[src/rtl/ov7670_pkg.sv]
// Shared types, bar colour table and byte-split helper for the OV7670 stream generator.
package ov7670_pkg;

    typedef enum logic [2:0] {IDLE, VSYNC, VBACK, ACTIVE, VFRONT} stream_state_t;

    typedef enum logic [1:0] {BARS, GRAD, CHECK, SOLID} pattern_t;

    // White, yellow, cyan, green, magenta, red, blue, black in RGB565.
    localparam logic [15:0] BAR_RGB [8] = '{16'hFFFF, 16'hFFE0, 16'h07FF, 16'h07E0,
                                            16'hF81F, 16'hF800, 16'h001F, 16'h0000};

    // Byte 0 carries {R[4:0],G[5:3]}, byte 1 carries {G[2:0],B[4:0]}.
    function automatic logic [7:0] rgb565_byte(input logic [15:0] pix, input logic b);
        return b ? pix[7:0] : pix[15:8];
    endfunction

endpackage

[src/rtl/ov7670_stream_gen_if.sv]
// Camera-side parallel video port plus the frame controls that steer the generator.
interface ov7670_stream_gen_if;
    logic        en;
    logic [1:0]  mode;
    logic [15:0] solid_rgb;
    logic        pixel_clk;
    logic        href;
    logic        vsync;
    logic [7:0]  data;
    logic        busy;
    logic        frame_done;

    modport master (input en, mode, solid_rgb,
                    output pixel_clk, href, vsync, data, busy, frame_done);
    modport slave  (output en, mode, solid_rgb,
                    input pixel_clk, href, vsync, data, busy, frame_done);
endinterface

[src/rtl/ov7670_pattern_pixel.sv]
// Test-pattern colour for pixel (x,y) in RGB565.
// Latency: combinational.
// Backpressure: none.
module ov7670_pattern_pixel
    import ov7670_pkg::*;
#(
    parameter int H_ACTIVE = 320,
    parameter int XW       = 9,
    parameter int YW       = 8
) (
    input  logic [XW-1:0] x,
    input  logic [YW-1:0] y,
    input  pattern_t      mode,
    input  logic [15:0]   solid_rgb,
    output logic [15:0]   pix
);
    localparam int BAR_W = (H_ACTIVE >= 8) ? H_ACTIVE / 8 : 1;

    logic [15:0] bar_full;
    logic [2:0]  bar;

    assign bar_full = 16'(x) / 16'(BAR_W);
    // Widths that are not a multiple of 8 leave a remainder; it stays in the last bar.
    assign bar      = (bar_full > 16'd7) ? 3'd7 : 3'(bar_full);

    always_comb begin
        pix = 16'h0000;
        case (mode)
            BARS:    pix = BAR_RGB[bar];
            GRAD:    pix = {5'(16'(x) >> 3), 6'(16'(y) >> 2), ~5'(16'(x) >> 3)};
            CHECK:   pix = (|((16'(x) ^ 16'(y)) & 16'h0008)) ? 16'hFFFF : 16'h0000;
            SOLID:   pix = solid_rgb;
            default: pix = 16'h0000;
        endcase
    end
endmodule

[src/rtl/ov7670_stream_gen.sv]
// OV7670 transmit model: pclk = clk/2, href/vsync/data RGB565 frames from test patterns.
// Latency: outputs registered, updated only on the clk edge where pixel_clk falls.
// Backpressure: none; frames free-run once started, en is sampled only between frames.
module ov7670_stream_gen
    import ov7670_pkg::*;
#(
    parameter int H_ACTIVE    = 320,
    parameter int V_ACTIVE    = 240,
    parameter int H_BLANK     = 144,
    parameter int VSYNC_LINES = 3,
    parameter int V_BACK      = 17,
    parameter int V_FRONT     = 10
) (
    input  logic               clk,
    input  logic               reset,
    ov7670_stream_gen_if.master vid
);
    localparam int LINE    = 2 * H_ACTIVE + H_BLANK;
    localparam int V_TOTAL = VSYNC_LINES + V_BACK + V_ACTIVE + V_FRONT;
    localparam int HW      = $clog2(LINE + 1);
    localparam int VW      = $clog2(V_TOTAL + 1);
    localparam int XW      = $clog2(H_ACTIVE + 1);
    localparam int YW      = $clog2(V_ACTIVE + 1);

    stream_state_t state, state_n;
    logic [HW-1:0] hcnt, hcnt_n;
    logic [VW-1:0] vcnt, vcnt_n, last_line;
    logic          pclk_q, tick, frame_end;
    pattern_t      mode_q;
    logic [15:0]   solid_q, pix;
    logic          href_n, vsync_n, busy_n;
    logic [7:0]    data_n;
    logic          href_q, vsync_q, busy_q, frame_done_q;
    logic [7:0]    data_q;

    // pclk falls on this edge; every video output moves only here.
    assign tick = pclk_q;

    always_ff @(posedge clk or negedge reset) begin
        if (!reset) begin
            pclk_q  <= 1'b0;
            state   <= IDLE;
            hcnt    <= '0;
            vcnt    <= '0;
            mode_q  <= BARS;
            solid_q <= 16'h0000;
        end else begin
            pclk_q <= ~pclk_q;
            state  <= state_n;
            hcnt   <= hcnt_n;
            vcnt   <= vcnt_n;
            if (tick && state == IDLE && vid.en) begin
                mode_q  <= pattern_t'(vid.mode);
                solid_q <= vid.solid_rgb;
            end
        end
    end

    always_comb begin
        case (state)
            VSYNC:   last_line = VW'(VSYNC_LINES - 1);
            VBACK:   last_line = VW'(V_BACK - 1);
            ACTIVE:  last_line = VW'(V_ACTIVE - 1);
            default: last_line = VW'(V_FRONT - 1);
        endcase
    end

    always_comb begin
        state_n   = state;
        hcnt_n    = hcnt;
        vcnt_n    = vcnt;
        frame_end = 1'b0;
        if (tick) begin
            if (state == IDLE) begin
                if (vid.en) begin
                    state_n = VSYNC;
                    hcnt_n  = '0;
                    vcnt_n  = '0;
                end
            end else if (hcnt == HW'(LINE - 1)) begin
                hcnt_n = '0;
                if (vcnt == last_line) begin
                    vcnt_n = '0;
                    case (state)
                        VSYNC:   state_n = VBACK;
                        VBACK:   state_n = ACTIVE;
                        ACTIVE:  state_n = VFRONT;
                        default: state_n = IDLE;
                    endcase
                    frame_end = (state == VFRONT);
                end else begin
                    vcnt_n = vcnt + 1'b1;
                end
            end else begin
                hcnt_n = hcnt + 1'b1;
            end
        end
    end

    ov7670_pattern_pixel #(
        .H_ACTIVE (H_ACTIVE),
        .XW       (XW),
        .YW       (YW)
    ) u_pattern (
        .x         (XW'(hcnt_n >> 1)),
        .y         (YW'(vcnt_n)),
        .mode      (mode_q),
        .solid_rgb (solid_q),
        .pix       (pix)
    );

    // Decoded from the post-tick position so registered outputs line up with the counters.
    always_comb begin
        busy_n  = (state_n != IDLE);
        vsync_n = (state_n == VSYNC);
        href_n  = (state_n == ACTIVE) && (hcnt_n < HW'(2 * H_ACTIVE));
        data_n  = href_n ? rgb565_byte(pix, hcnt_n[0]) : 8'h00;
    end

    always_ff @(posedge clk or negedge reset) begin
        if (!reset) begin
            href_q       <= 1'b0;
            vsync_q      <= 1'b0;
            busy_q       <= 1'b0;
            data_q       <= 8'h00;
            frame_done_q <= 1'b0;
        end else begin
            frame_done_q <= frame_end;
            if (tick) begin
                href_q  <= href_n;
                vsync_q <= vsync_n;
                busy_q  <= busy_n;
                data_q  <= data_n;
            end
        end
    end

    assign vid.pixel_clk  = pclk_q;
    assign vid.href       = href_q;
    assign vid.vsync      = vsync_q;
    assign vid.data       = data_q;
    assign vid.busy       = busy_q;
    assign vid.frame_done = frame_done_q;
endmodule

[src/flat_wrapper.sv]
// flat-port wrapper written by rule: the top's interface ports become plain ports
module ov7670_stream_gen_flat import ov7670_pkg::*;
#(
    parameter int H_ACTIVE    = 320,
    parameter int V_ACTIVE    = 240,
    parameter int H_BLANK     = 144,
    parameter int VSYNC_LINES = 3,
    parameter int V_BACK      = 17,
    parameter int V_FRONT     = 10
)
  (clk, reset, vid_en, vid_mode, vid_solid_rgb, vid_pixel_clk, vid_href, vid_vsync, vid_data, vid_busy, vid_frame_done);
  ov7670_stream_gen_if vid_i ();
  input  logic clk;
  input  logic reset;
  input wire logic [$bits(vid_i.en)-1:0] vid_en;
  input wire logic [$bits(vid_i.mode)-1:0] vid_mode;
  input wire logic [$bits(vid_i.solid_rgb)-1:0] vid_solid_rgb;
  output wire logic [$bits(vid_i.pixel_clk)-1:0] vid_pixel_clk;
  output wire logic [$bits(vid_i.href)-1:0] vid_href;
  output wire logic [$bits(vid_i.vsync)-1:0] vid_vsync;
  output wire logic [$bits(vid_i.data)-1:0] vid_data;
  output wire logic [$bits(vid_i.busy)-1:0] vid_busy;
  output wire logic [$bits(vid_i.frame_done)-1:0] vid_frame_done;
  assign vid_i.en = vid_en;
  assign vid_i.mode = vid_mode;
  assign vid_i.solid_rgb = vid_solid_rgb;
  assign vid_pixel_clk = vid_i.pixel_clk;
  assign vid_href = vid_i.href;
  assign vid_vsync = vid_i.vsync;
  assign vid_data = vid_i.data;
  assign vid_busy = vid_i.busy;
  assign vid_frame_done = vid_i.frame_done;
  ov7670_stream_gen #(.H_ACTIVE(H_ACTIVE), .V_ACTIVE(V_ACTIVE), .H_BLANK(H_BLANK), .VSYNC_LINES(VSYNC_LINES), .V_BACK(V_BACK), .V_FRONT(V_FRONT)) u_core (.clk(clk), .reset(reset), .vid(vid_i));
endmodule
[config.mk]
export PLATFORM = sky130hd
export DESIGN_NAME = ov7670_stream_gen_flat
export DESIGN_NICKNAME = d
export VERILOG_FILES = /design/src/rtl/ov7670_pkg.sv /design/src/rtl/ov7670_stream_gen_if.sv /design/src/rtl/ov7670_pattern_pixel.sv /design/src/rtl/ov7670_stream_gen.sv /design/src/flat_wrapper.sv
export SDC_FILE = /design/constraint.sdc
export NUM_CORES = 1
export LEC_CHECK = 0
export CORE_ASPECT_RATIO = 1.25
export CORE_UTILIZATION = 43
export CTS_CLUSTER_DIAMETER = 30
export DETAILED_ROUTE_END_ITERATION = 8
export GPL_TIMING_DRIVEN = 0
export HOLD_SLACK_MARGIN = 0.05
export PLACE_DENSITY = 0.74
export SLEW_MARGIN = 20
export SYNTH_ARGS = -nofsm -noshare
export SYNTH_HDL_FRONTEND = slang
export SYNTH_SLANG_ARGS = --single-unit
export TNS_END_PERCENT = 20
[constraint.sdc]
create_clock -name clk -period 6.2 [get_ports clk]
set_input_delay 0.62 -clock clk [delete_from_list [all_inputs] [get_ports clk]]
set_output_delay 0.62 -clock clk [all_outputs]
set_load 0.005 [all_outputs]
Word-level counts from Yosys, hierarchy flattened --
Memory sizes are Yosys's and may differ from the RTL's. Cells that the tools add are included. W data, S select, Z words.
Word-level totals: output and inout port bits 13, input port bits 21, memory bits (read-only) 128, memories kept 1, word-level logic and storage cells 70, flip-flop bits (word level) 53
Operators by class: multiplexer cells 27, div/mod/pow operators 1, order comparisons 3, $add $sub $neg 2, bitwise operators 4, reduce and logical (&&, ||, !) cells 8, equality and inequality tests 12
Memories:
- (no name shown) | depth 8, width 16, rd ports 1, clocked after memory_dff 0, wr ports 0, line ov7670_pattern_pixel.sv:29 | BARS: pix = BAR_RGB[bar];
Operators with widths (number):
- $pmux W16 S4 | 1
- $mux W16 | 3
- $mux W10 | 4
- $mux W9 | 4
- $mux W8 | 3
- $pmux W8 S3 | 1
- $mux W3 | 6
- $div A9 B6 Y16 const B | 1
- $gt A16 B3 Y1 const B | 1
- $add A10 B1 Y10 const B | 1
- $eq A10 B10 Y1 const B | 1
- $lt A10 B10 Y1 const B | 1
- $add A9 B1 Y9 const B | 1
- $eq A3 B2 Y1 const B | 3
- $eq A9 B8 Y1 | 1
- $pmux W3 S3 | 1
- $eq A3 B1 Y1 const B | 2
- $not A5 Y5 | 1
- $eq A2 B2 Y1 const B | 2
- $ge A4 B4 Y1 const B | 1
- $mux W1 | 4
- $not A3 Y4 | 1
- $xor A4 B4 Y4 | 1
- $eq A3 B3 Y1 const B | 1
- other kinds (9) | 11

Longest topological paths before layout --
depth in word-level cells 14, mapped depth 11, gate-level depth less buffers 10

Hierarchy --
A second synthesis with hierarchy kept.
Unflattened totals: cells, all modules 337, area total of the unflattened synthesis 3266.9 um^2
Modules (own cells, without submodules):
- ov7670_stream_gen | cells each 239, sequential area each 1326.3 um^2, instances 1, area each 2655.0 um^2
- ov7670_pattern_pixel | cells each 98, sequential area each 0.0 um^2, instances 1, area each 611.8 um^2

Worst setup path before layout --
No wires, ideal clock.
kind flip-flop to flip-flop, start point register u_core.vcnt[7], end point register u_core.data_q[6], in the netlist u_core.vid.data[6], stages on the path, launching flop included 10, required time 6074 ps, setup time 126 ps, path buffers 1, arrival 2564 ps, clock period less this slack 2690 ps, path slack 3510 ps, cells stage by stage dfrtp_1 > or4_4 > a211oi_2 > o211ai_2 > o31a_1 > o221ai_2 > and3b_1 > buf_6 > and3_4 > a221o_1
Between the ends: cells in the longest elaborated chain, start to end 10, elaborated cells on any way between the ends 16, classes of those cells 2 x eq/ne; 12 x mux; 1 x bitwise; 1 x reduce/logical
Ends and longest elaborated chain:
- start: declaration | line ov7670_stream_gen.sv:27 | logic [VW-1:0] vcnt, vcnt_n, last_line;
- start signal: assignment | line ov7670_stream_gen.sv:51 | vcnt <= vcnt_n;
- $eq A9 B8 Y1 * | line ov7670_stream_gen.sv:82 | if (vcnt == last_line) begin
- $mux W9 | line ov7670_stream_gen.sv:82
- $mux W9 | line ov7670_stream_gen.sv:80 | end else if (hcnt == HW'(LINE - 1)) begin
- $mux W9 | line ov7670_stream_gen.sv:74 | if (state == IDLE) begin
- $mux W8 | line ov7670_stream_gen.sv:73 | if (tick) begin
- $xor A4 B4 Y4 | line ov7670_pattern_pixel.sv:31 | CHECK: pix = (|((16'(x) ^ 16'(y)) & 16'h0008)) ? 16'hFFFF : 16'h0000;
- $mux W16 | line ov7670_pattern_pixel.sv:31
- $pmux W16 S4 | line ov7670_pattern_pixel.sv:28 | case (mode)
- $mux W8 | line ov7670_pkg.sv:14 | return b ? pix[7:0] : pix[15:8];
- $mux W8 * | line ov7670_stream_gen.sv:117 | data_n = href_n ? rgb565_byte(pix, hcnt_n[0]) : 8'h00;
- end signal: assignment | line ov7670_stream_gen.sv:133 | data_q <= data_n;
- end: declaration | line ov7670_stream_gen.sv:34 | logic [7:0] data_q;
Every way passes the cells marked *; elsewhere a longest branch is shown, timed or not. The select of a mux whose other input is x is not followed. A chain may end at the register's enable or synchronous reset.

Final worst setup path --
start point input vid_en, end point register u_core.data_q[1], in the netlist u_core.vid.data[1]
Between the ends: cells in the longest elaborated chain, start to end 13, elaborated cells on any way between the ends 25, classes of those cells 1 x div; 2 x order compare; 1 x eq/ne; 16 x mux; 3 x bitwise; 1 x reduce/logical; 1 x memory
Ends and longest elaborated chain:
- start: declaration | line flat_wrapper.sv:15 | input wire logic [$bits(vid_i.en)-1:0] vid_en;
- $mux W10 * | line ov7670_stream_gen.sv:75 | if (vid.en) begin
- $mux W10 * | line ov7670_stream_gen.sv:74
- $mux W10 * | line ov7670_stream_gen.sv:73
- via u_core.hcnt_n[5] | line ov7670_stream_gen.sv:26 | logic [HW-1:0] hcnt, hcnt_n;
- $div A9 B6 Y16 | line ov7670_pattern_pixel.sv:22 | assign bar_full = 16'(x) / 16'(BAR_W);
- $gt A16 B3 Y1 | line ov7670_pattern_pixel.sv:24 | assign bar = (bar_full > 16'd7) ? 3'd7 : 3'(bar_full);
- $mux W3 | line ov7670_pattern_pixel.sv:24
- $not A3 Y4 (not written as such) | line ov7670_pattern_pixel.sv:29
- $mem_v2 Z8 W16
- $mux W16 (not written as such) (2 in series) | line ov7670_pattern_pixel.sv:29
- $pmux W16 S4 | line ov7670_pattern_pixel.sv:28
- $mux W8 | line ov7670_pkg.sv:14
- $mux W8 * | line ov7670_stream_gen.sv:117
Mark *: on every way through the listed nets, which the timed path passes. The rest lies on a longest branch. The select of a mux whose other input is x is not followed.

==> run metrics <==
status=complete, no violations; Synth Warn #=0; unrepaired setup endpoints after global routing=no; Worst path top cell family by delay=compound AO/OA/AOI/OAI gates; crit path time final=3740 ps; Post-synth EDFFs=0; PD cells=267 nW/um^2; syn avg cell area=roughly 9 um^2; Least-Margin Pin Slew=~1100 ps; DP HPWL=between 6000 and 7000 um; Setup Viol. Count Final=0; largest family of logic cells by synthesized area=compound AO/OA/AOI/OAI gates; CTS Hold Bufs=0; Fmax=267 MHz; Reg clk slew, reported paths=roughly 110 ps; vias in the first global route=2990; multiplexer share of the synthesized area=about 8%; Ports=34; die area=8000 um^2; top_reg_cell synth=dfrtp_1; largest net degree at the start of global routing=54; Comb power frac=around 34%; worst min path class=in2async; async set-reset flop share out of synthesis=100%; Placer Congestion=0.893; fillers=704; Fin. Hold Viols=0; share of cells above drive strength 1=14.0%; clk root buf=clkbuf_8; flops & latches, synth=53; setup TNS=0 ps; register area share after synthesis=40.3%; first-pass GRT wire length=around 15000 um; CP bufs+invs=1; CP cell instances=clkdlybuf4s50_1 > o41ai_2 > nand2_1 > o211ai_1 > nor2b_1 > a311oi_1 > a41oi_1 > a31oi_1 > o221ai_1; sequential power share=between 40% and 50%; Syn Nets=381; MaxCap Viol Count=0; Synth Instances=around 360; Synth Area in Simple Gates=21.2%; worst-path maximum fanout=9; clock latency on the worst-skew pair=310 ps; CTS sink cnt=53; Pint=0.633 mW; drt wl/cell=about 18 um; Nets=between 400 and 500; distinct cell type count after synthesis=71; LEAKAGE=roughly 1.6 nW; area delta synth->final=16.2%; VDD IR-drop max=0.133 mV; Fin Hold WS=318 ps; die height=99.8 um; fraction of power consumed by the clock network=between 20% and 30%; drt first-iter violations=195; # diodes=0; Initial Util=roughly 44%; antenna-violating nets left=0; total core area=7400 um^2; TritonCTS Buffers=5; total congestion overflow=0; TritonRoute pass-1 iters=4; Synth Area in XOR/XNOR=1.10%; adder-cell area share of the yosys netlist=less than 1%; Max Slew Vio Count=0; Worst path max stage delay=between 1000 and 1500 ps; CTS tree=yes; Tot Pwr=1.02 mW; Setup CP Type=in2reg; via-per-instance ratio=6.06; # H-tree levels=2; Max Root-Sink Buffers=2; Resized cells post-CTS=0; startpoint types=input pin; Via Count=2976; Tcrit/Tclk final=60.3%; crit path DAT=3910 ps; Net Sw Frac=between 30% and 40%; num rows=35; Required @ worst endpoint=6370 ps; mapped cell area=3290 um^2; critical path's slowest cell=o41ai_2; DRC Markers=0; crit end category=register; setup repair bufs after CTS=0; Global Route Usage Sum=23.7%; post-synthesis compound-gate area fraction=23.6%; initial antenna violation count=0; die width=80.2 um; Net Sw Power=0.386 mW; clk_skew=8.08 ps; number of port buffers=33; max_slew headroom=~28%; overall routed net length=8620 um
final cells by class:
class                           count  area (um^2)  share of cell area, %
Sequential cell                    53         1330                   34.7
Tap cell                           92          115                   3.01
Inverter                           14         52.6                   1.38
Clock buffer                        5         68.8                   1.80
Clock inverter                      3         21.3                  0.557
Multi-Input combinational cell    270         1800                   47.0
Buffer                             21          113                   2.95
Timing Repair Buffer               33          328                   8.58
power by group through the flow:
stage	clock network, mW	logic (mW)	registers [mW]
global route	0.223	0.388	0.471
floorplan	0	0.253	0.452
finish	0.207	0.350	0.462
CTS	0.212	0.347	0.461
global placement	0	0.337	0.464
detailed placement	0	0.346	0.468
synthesized netlist by cell type (7+ instances only):
cell       n  area share, %
nand3_1   10            1.5
dfrtp_1   53             40
o211ai_1   8            1.8
nor2b_1    7            1.3
nand4_1    7            1.3
nand2_1   46            5.3
nor2_1    16            1.8
inv_1     13            1.5
mux2_2    18            6.2
clkbuf_1  10            1.1
o21ai_0   25            3.8
a21oi_1   17            2.6
and3_1    13            2.5
metrics by stage:
stage | setup slack [ps] | area (um^2) | std cells | utilization (%)
3_3_place_gp | 2190 | 3730 | 483 | 50.4
6_report | 2460 | 3820 | 491 | 51.6
2_1_floorplan | 3510 | 3290 | 358 | -
4_1_cts | 2500 | 3820 | 491 | 51.6
5_1_grt | 2260 | 3820 | 491 | 51.6
3_5_place_dp | 2170 | 3730 | 483 | 50.4
per-layer routing:
metal | wire [um] | track usage (%)
met5 | 0 | 0
met4 | 238 | 11.1
met3 | 355 | 3.27
met2 | 4410 | 40.3
met1 | 3620 | 29.4
registers in the layout (all words and copies together), names as in the netlist, named ones only:
register,cells
u_core.solid_q,16
u_core.hcnt,10
u_core.vid.data,8
u_core.vcnt,7
u_core.state,3
u_core.mode_q,2
u_core.vid.busy,1
u_core.vid.frame_done,1
u_core.vid.href,1
u_core.vid.pixel_clk,1
u_core.vid.vsync,1
cells by family (layout without fill, tap and decap cells):
| logic type | after synthesis | in the layout |
|---|---|---|
| xor+xnor | 2 | 2 |
| mux | 24 | 24 |
| buf+inv | 35 | 76 |
| simple gates | 132 | 132 |
| compound gates | 110 | 110 |
| fa+ha+maj | 2 | 2 |
| flops | 53 | 53 |
worst paths after layout:
| path | slack [ps] | depth (start not counted) | startpoint | endpoint |
|---|---|---|---|---|
| worst min-delay path | 320 | 1 | reset | u_core.vid.pixel_clk |
| worst min register to register | 490 | 1 | u_core.vid.busy | u_core.vid.busy |
| max in group asynchronous | 5410 | 1 | reset | u_core.hcnt[7] |
| worst max-delay path | 2460 | 9 | vid_en | u_core.vid.data[1] |
| min in group clk | 490 | 1 | u_core.vid.busy | u_core.vid.busy |
| worst max register to register | 2850 | 9 | u_core.state[0] | u_core.vid.data[1] |
placed cells by master (no fill, tap or decap), drive strengths merged, types with 3 or more instances in the layout:
master / Yosys / routed
a211oi: 5 / 5
a21o: 3 / 3
a21oi: 17 / 17
a221o: 4 / 4
a31oi: 6 / 6
a32o: 3 / 3
a32oi: 4 / 4
and2: 3 / 3
and3: 14 / 14
buf: 10 / 11
clkbuf: 10 / 15
clkdlybuf4s50: 0 / 32
dfrtp: 53 / 53
inv: 14 / 15
mux2: 18 / 18
mux2i: 6 / 6
nand2: 46 / 46
nand3: 10 / 10
nand4: 7 / 7
nor2: 16 / 16
nor2b: 7 / 7
nor3: 4 / 4
nor4: 3 / 3
o211ai: 9 / 9
o21a: 3 / 3
o21ai: 30 / 30
o31ai: 7 / 7
or2: 3 / 3
or3: 5 / 5
or4: 4 / 4
No activity file was read; power rests on OpenSTA's default activity.
